### src/rtl/fu_result_buffer.sv
// Buffers functional-unit results in a circular FIFO and broadcasts the oldest ones on registered CDB lanes.
// Optional FU_RESULT_BYPASS_EN: accepted results skip an empty FIFO and load the CDB registers directly.
package fu_result_buffer_pkg;
  typedef struct packed {
    logic        valid;
    logic [4:0]  dest_reg_idx;
    logic [31:0] value;
  } FU_RS_PACKET;
endpackage

module fu_result_buffer
  import fu_result_buffer_pkg::*;
#(
  parameter int NUM_FU    = 2,
  parameter int DEPTH     = 4,
  parameter int CDB_WIDTH = 2
) (
  input  logic                         clock,
  input  logic                         reset,
  input  logic                         squash,
  input  FU_RS_PACKET                  fu_result [NUM_FU],
  output logic [NUM_FU-1:0]            fu_stall,
  output FU_RS_PACKET                  cdb_packet [CDB_WIDTH],
  output logic [CDB_WIDTH-1:0]         cdb_valid,
  output logic [$clog2(DEPTH+1)-1:0]   occupancy
);
  localparam int PW = $clog2(DEPTH);
  localparam int CW = $clog2(DEPTH+1);
  localparam int LW = (CDB_WIDTH > 1) ? $clog2(CDB_WIDTH) : 1;

  logic [PW-1:0]        r_head;
  logic [PW-1:0]        r_tail;
  logic [CW-1:0]        r_count;
  FU_RS_PACKET          r_mem [DEPTH];
  FU_RS_PACKET          r_cdb_pkt [CDB_WIDTH];
  logic [CDB_WIDTH-1:0] r_cdb_vld;

  logic                 w_bypass;
  logic [NUM_FU-1:0]    w_wr_en;
  logic [PW-1:0]        w_wr_idx [NUM_FU];
  logic [NUM_FU-1:0]    w_to_cdb;
  logic [LW-1:0]        w_byp_lane [NUM_FU];
  int                   w_n_acc;
  int                   w_n_push;
  int                   w_pop;

  // Accepted inputs take consecutive slots in FU index order; free space ignores this cycle's drain.
  always_comb begin
    int nv;
    int slot;
    nv       = 0;
    slot     = 0;
    w_n_acc  = 0;
    w_bypass = 1'b0;
`ifdef FU_RESULT_BYPASS_EN
    w_bypass = (r_count == '0) && !squash;
`endif
    for (int i = 0; i < NUM_FU; i++) begin
      fu_stall[i]   = 1'b0;
      w_wr_en[i]    = 1'b0;
      w_wr_idx[i]   = '0;
      w_to_cdb[i]   = 1'b0;
      w_byp_lane[i] = '0;
      if (fu_result[i].valid && !squash) begin
        nv = nv + 1;
        if (nv <= DEPTH - int'(r_count)) begin
          slot    = nv - 1;
          w_n_acc = nv;
          if (w_bypass && slot < CDB_WIDTH) begin
            w_to_cdb[i]   = 1'b1;
            w_byp_lane[i] = LW'(slot);
          end else begin
            w_wr_en[i]  = 1'b1;
            w_wr_idx[i] = r_tail + PW'(w_bypass ? slot - CDB_WIDTH : slot);
          end
        end else begin
          fu_stall[i] = 1'b1;
        end
      end
    end
    if (w_bypass) begin
      w_n_push = (w_n_acc > CDB_WIDTH) ? w_n_acc - CDB_WIDTH : 0;
    end else begin
      w_n_push = w_n_acc;
    end
    w_pop = (int'(r_count) < CDB_WIDTH) ? int'(r_count) : CDB_WIDTH;
  end

  always_ff @(posedge clock) begin
    for (int i = 0; i < NUM_FU; i++) begin
      if (w_wr_en[i]) begin
        r_mem[w_wr_idx[i]] <= fu_result[i];
      end
    end
  end

  always_ff @(posedge clock or posedge reset) begin
    if (reset) begin
      r_head    <= '0;
      r_tail    <= '0;
      r_count   <= '0;
      r_cdb_vld <= '0;
      for (int j = 0; j < CDB_WIDTH; j++) begin
        r_cdb_pkt[j] <= '0;
      end
    end else if (squash) begin
      r_head    <= '0;
      r_tail    <= '0;
      r_count   <= '0;
      r_cdb_vld <= '0;
    end else begin
      r_head  <= r_head + PW'(w_pop);
      r_tail  <= r_tail + PW'(w_n_push);
      r_count <= CW'(int'(r_count) + w_n_push - w_pop);
      for (int j = 0; j < CDB_WIDTH; j++) begin
        if (j < w_pop) begin
          r_cdb_pkt[j] <= r_mem[r_head + PW'(j)];
          r_cdb_vld[j] <= 1'b1;
        end else begin
          r_cdb_vld[j] <= 1'b0;
        end
      end
      // Bypass only fires with an empty FIFO, so it never collides with a drain lane.
      for (int i = 0; i < NUM_FU; i++) begin
        if (w_to_cdb[i]) begin
          r_cdb_pkt[w_byp_lane[i]] <= fu_result[i];
          r_cdb_vld[w_byp_lane[i]] <= 1'b1;
        end
      end
    end
  end

  assign cdb_packet = r_cdb_pkt;
  assign cdb_valid  = r_cdb_vld;
  assign occupancy  = r_count;

endmodule

### config.mk
export PLATFORM = sky130hd
export DESIGN_NAME = fu_result_buffer
export DESIGN_NICKNAME = d
export VERILOG_FILES = /design/src/rtl/fu_result_buffer.sv
export SDC_FILE = /design/constraint.sdc
export NUM_CORES = 1
export LEC_CHECK = 0
export CORE_MARGIN = 8
export CORE_UTILIZATION = 35
export DETAILED_ROUTE_END_ITERATION = 8
export HOLD_SLACK_MARGIN = 0.06
export PLACE_DENSITY = 0.59
export SYNTH_ARGS = -nofsm -noshare
export SYNTH_HDL_FRONTEND = slang
export SYNTH_SLANG_ARGS = --single-unit
### constraint.sdc
create_clock -name clock -period 6.3 [get_ports clock]
set_clock_uncertainty 0.05 [all_clocks]
set_input_delay 1.89 -clock clock [delete_from_list [all_inputs] [get_ports clock]]
set_output_delay 1.89 -clock clock [all_outputs]
set_load 0.01 [all_outputs]
==> Word level (Yosys, flattened, before mapping) <==
Memories as Yosys holds them, arrays and structs flattened. A register that Yosys moved wholly into a read port is not among the register bits.
Cells that the tools add are included.
{ "op_classes": {"n_addsub": 9, "order_cmp": 5, "muxes": 28, "bitwise": 1, "n_reduce_logical": 5} }
{ "ops": {"columns": ["operator", "count"], "rows": [
  ["$mux 1", 17],
  ["$mux 2", 8],
  ["$mux 3", 3],
  ["$add 2x2->2", 3],
  ["$lt 1x3->1 const A", 2],
  ["$le 2x4->1 const A", 1],
  ["$le 3x4->1", 1],
  ["$reduce_and 2->1", 2],
  ["$sub 3x3->4 const A", 1],
  ["$add 3x3->3", 1],
  ["$lt 3x2->1 const B", 1],
  ["$sub 3x3->3", 1],
  ["$add 1x1->2 const B", 1],
  ["$add 2x1->2 const B", 1],
  ["$logic_and 1x1->1", 2],
  ["$sub 2x2->2 const B", 1],
  ["$logic_not 1->1", 1],
  ["$not 1->1", 1]
]} }
{ "word_totals": {"out_inout_bits": 83, "inputBits": 79, "reg_bits": 9, "mem_bits_rw": 152, "n_memories": 1} }
{ "mem_list": {"columns": ["name", "words", "width", "rd", "rd_clocked_by_memory_dff", "write_ports", "line", "source"], "rows": [
  ["r_mem", 4, 38, 2, 2, 2, "34", "FU_RS_PACKET r_mem [DEPTH];"]
]} }

==> Depth between registers and ports, before layout <==
{ "logic_depth": {"depth_word": 10, "ltp_mapped": 16} }

==> Worst setup path after synthesis <==
OpenSTA, ideal clock, no wires.
{ "synth_timing": {"path_type": "input to register", "from": "in squash", "to": "mem r_mem[0][0] (netlist name), enable pin", "arrival_time_ns": 5.233, "setup_ns": 0.491, "setup_slack_ns": 0.527, "required_time_ns": 5.759, "cell_stages": 3, "cell_sequence": "and2b_2 > nand4_1 > o31ai_1"} }
{ "synth_rtl": {"columns": ["element", "line", "source"], "rows": [
  ["from (decl)", "20", "input logic squash,"],
  ["to (decl)", "34", null]
]} }

==> Worst setup path in the final report <==
{ "layout_timing": {"from": "in fu_result[75] (netlist name)", "to": "out fu_stall[1]"} }
{ "layout_via": {"elab_chain_cells": 6} }
{ "layout_lines": {"columns": ["element", "line", "source"], "rows": [
  ["from (decl)", "21", "input FU_RS_PACKET fu_result [NUM_FU],"],
  ["$logic_and 1x1->1", "64", "if (fu_result[i].valid && !squash) begin"],
  ["$mux 1", "64", null],
  ["$add 1x1->2", "65", "nv = nv + 1;"],
  ["$le 3x4->1", "66", "if (nv <= DEPTH - int'(r_count)) begin"],
  ["$mux 1", "66", null],
  ["$mux 1", "64", null],
  ["to (decl)", "22", "output logic [NUM_FU-1:0] fu_stall,"]
]} }
No other way between the ends.

==> impl_metrics.py <==
metrics = {
    "outcome": {
        "status": "finished clean",
    },
    "grt": {
        "grt_pass1_wl_mm": 45.5,
        "overflow": 0,
        "busiest_layer": "met2",
        "antenna_found_initial": 0,
        "grt_pass1_vias": 7233,
        "use_met3": 0.0352,
        "grt_max_degree": 78,
        "use_met1": 0.194,
        "grt_use_total": 0.150,
        "grt.met2_usage": 0.256,
    },
    "yosys": {
        "yosys_warnings": 0,
        "synth_edf_count": 152,
        "async_flop_share": 0.359,
        "synth_compound_area_frac": 0.00475,
        "synth_ff_type": "edfxtp_1",
        "synth_top_family_by_area": "multiplexers",
        "synthAdderAreaFrac": 0.0112,
        "synth_mux_area_frac": 0.370,
        "syn_area_per_cell_sq_um": 18.1,
        "syn_nets": 743,
        "synth.largest_area_cell": "edfxtp_1",
        "yosysTopAreaCellShare": 0.385,
        "synth-simple-area-share": 0.0155,
        "yosys-top-cells-count": "mux2_2, edfxtp_1, dfrtp_1, mux4_2, mux2_4",
        "synth.most_common_cell": "mux2_2",
        "synth-seq-cells": 237,
        "synth_area_leaders": "edfxtp_1, mux2_2, dfrtp_1, mux4_2, mux2_4",
        "synth.distinct_cells": 37,
        "synth-seq-area-share": 0.565,
        "syn_area_sq_um": 11800,
        "synth_cells": 654,
        "synthXorXnorAreaFrac": 0.00824,
    },
    "detailed_routing": {
        "wl_mm": 30.0,
        "drt_iter0_drc": 325,
        "vias_per_cell": 5.12,
        "ant_nets": 0,
        "drc": 0,
        "post_drt_wl_per_cell_microns": 23.3,
        "drt-pass1-iter-count": 6,
        "dr_total_vias": 6607,
    },
    "hold_path": {
        "min_path_type": "reg2reg",
    },
    "worst_setup_path": {
        "cpMostUsedCell": "clkdlybuf4s50_1",
        "crit_slowest_cell": "clkdlybuf4s50_1",
        "arrival_ns": 3.97,
        "r2r_cells": 17,
        "cpPeakStageDelay_ns": 0.55,
        "cp-startpoint": "fu_result[75]",
        "timing.rr.start": "occupancy[0]$_DFF_PP0_",
        "start_kind": "input port",
        "cp_num_buf_inv": 2,
        "r2r_end": "occupancy[2]$_DFF_PP0_",
        "cp-endpoint": "fu_stall[1]",
        "crit_chain": "clkdlybuf4s50_1, and2b_2, ha_1, nor2b_1, o211ai_2, a21oi_1, clkdlybuf4s50_1",
        "worstPathRequired_ns": 4.36,
        "r2r_slack_ns": 2.75,
        "cp_max_fo": 7,
        "crit_family": "buffers and inverters",
        "criticalPathCategory": "in2out",
        "crit_cells": 7,
        "end_kind": "output port",
    },
    "cts": {
        "holdBufCountCts": 0,
        "cts_setup_buffers": 0,
        "clkLatencyLatePin_ns": 0.53,
        "cts_buffer_depth": 3,
        "cts_resized": 0,
        "cts-root-buf": "clkbuf_16",
        "cts_sinks": 237,
        "cts_tree": "done",
        "clk_pin_slew_ns": 0.05,
        "htreeDepth": 1,
        "numCtsBuffers": 28,
    },
    "floorplanning": {
        "design.core.area_sq_um": 33400,
        "die_w_microns": 200,
        "die_h_microns": 200,
        "die-area_sq_um": 40000,
        "pin_count": 162,
        "start_util": 0.354,
        "rows": 67,
    },
    "power": {
        "p_int_mw": 4.65,
        "combPwrFrac": 0.371,
        "power_switching_mw": 2.01,
        "switching_share": 0.302,
        "seqPwrFrac": 0.393,
        "p_per_area_nw_per_um2": 448,
        "clockPowerShare": 0.236,
        "peakVddDrop_mv": 0.232,
        "p_leak_nw": 5.26,
        "fin_total_pwr_mw": 6.66,
    },
    "cells_and_area": {
        "final_net_count": 910,
        "area_growth_pct": 25.6,
        "fillCellCount": 2952,
        "fin_util": 0.445,
        "n_antenna_cell": 0,
        "drive_gt1_frac": 0.444,
    },
    "sta": {
        "worstMarginPinSlew_ns": 1.13,
        "finalHoldViolCount": 0,
        "grt_setup_unrepaired": "no",
        "maxSlewViolCount": 0,
        "fmax_ghz": 0.169,
        "timing.hold.ws_ns": 0.453,
        "setup_violations": 0,
        "min_period_over_period": 0.938,
        "finalCriticalPeriod_ns": 5.91,
        "setup_tns_ns": 0,
        "maxSlewHeadroom": 0.248,
    },
    "placed_design": {
        "port_buffers": 161,
        "gp_congestion": 0.719,
        "hpwl_mm": 19.2,
    },
    "run": {
        "drv_cap": 0,
    },
}
==> cell families (layout without fill, tap and decap cells) <==
family          after synthesis  in the layout
compound gates                8              8
xor+xnor                      9              9
fa+ha+maj                    10             10
buf+inv                      54            243
flops                       237            237
mux                         303            303
simple gates                 33             33
==> worst register-to-register path, delay by kind of cell, from the launching register on <==
| kind | cells | cell delay (ns) |
|---|---|---|
| AO/OA/AOI/OAI | 1 | 0.10 |
| adder cells (fa/ha/maj) | 5 | 1.38 |
| AND/OR/NAND/NOR | 3 | 0.31 |
| XOR/XNOR | 2 | 0.29 |
| buffers and inverters | 5 | 0.49 |
| multiplexers | 1 | 0.35 |
| flip-flops | 1 | 0.48 |
==> metrics by stage <==
step	instances	worst slack, ns	cell area [sq um]
after global routing	1291	0.295	14900
after CTS	1291	0.377	14900
after floorplan	654	0.527	11800
after detailed placement	1239	0.376	14000
final	1291	0.389	14900
after global placement	1239	0.392	14000
==> worst min path at each step <==
| stage | startpoint | endpoint | slack, ns | depth (start not counted) |
|---|---|---|---|---|
| 5_1_grt | cdb_packet[30]$_DFFE_PP0P_ | cdb_packet[30]$_DFFE_PP0P_ | 0.47 | 1 |
| 6_report | cdb_packet[30]$_DFFE_PP0P_ | cdb_packet[30]$_DFFE_PP0P_ | 0.45 | 1 |
| 3_3_place_gp | cdb_packet[20]$_DFFE_PP0P_ | cdb_packet[20]$_DFFE_PP0P_ | 0.44 | 1 |
| 4_1_cts | cdb_packet[48]$_DFFE_PP0P_ | cdb_packet[48]$_DFFE_PP0P_ | 0.46 | 1 |
| 2_1_floorplan | cdb_packet[0]$_DFFE_PP0P_ | cdb_packet[0]$_DFFE_PP0P_ | 0.50 | 1 |
| 3_5_place_dp | cdb_packet[6]$_DFFE_PP0P_ | cdb_packet[6]$_DFFE_PP0P_ | 0.45 | 1 |
==> cell usage in the layout, fill, tap and decap left out, types with 4 or more instances in the layout <==
cell type	count
clkinv_1	5
nand2_1	6
nor2_1	6
clkbuf_1	11
inv_1	9
mux2_2	194
edfxtp_1	152
ha_1	9
xnor2_1	6
buf_4	18
mux2_4	32
dfrtp_1	83
clkbuf_16	29
clkdlybuf4s50_1	161
nor2b_1	4
mux4_2	76
==> sequential cells by signal, summed over array words and instances (netlist names) <==
name        flops
cdb_packet     76
cdb_valid       2
occupancy       3
r_head          2
r_mem         152
r_tail          2
==> per-layer routing <==
layer	up-vias	part of all wire	wire length, microns
met1	3448	0.43	12900
met3	35	0.060	1810
li1	2956	-	-
met2	168	0.49	14800
met5	-	0	0
met4	0	0.016	494
==> power groups by stage <==
stage          Sequential [mW]  Clock, mW  Combinational, mW
6_report                  2.62       1.57               2.47
5_1_grt                   2.70       1.68               2.65
4_1_cts                   2.63       1.62               2.53
3_5_place_dp              2.66          0               2.51
3_3_place_gp              2.64          0               2.50
2_1_floorplan             2.57          0               1.49
==> cell type report <==
cell class	count	area (sq um)	area share
Inverter	10	40.0	0.00269
Sequential cell	237	6700	0.450
Clock inverter	10	93.8	0.00631
Clock buffer	42	795	0.0534
Tap cell	448	561	0.0377
Multi-Input combinational cell	363	4900	0.330
Timing Repair Buffer	181	1790	0.120
Note: power is estimated with default switching activity, not from simulation.
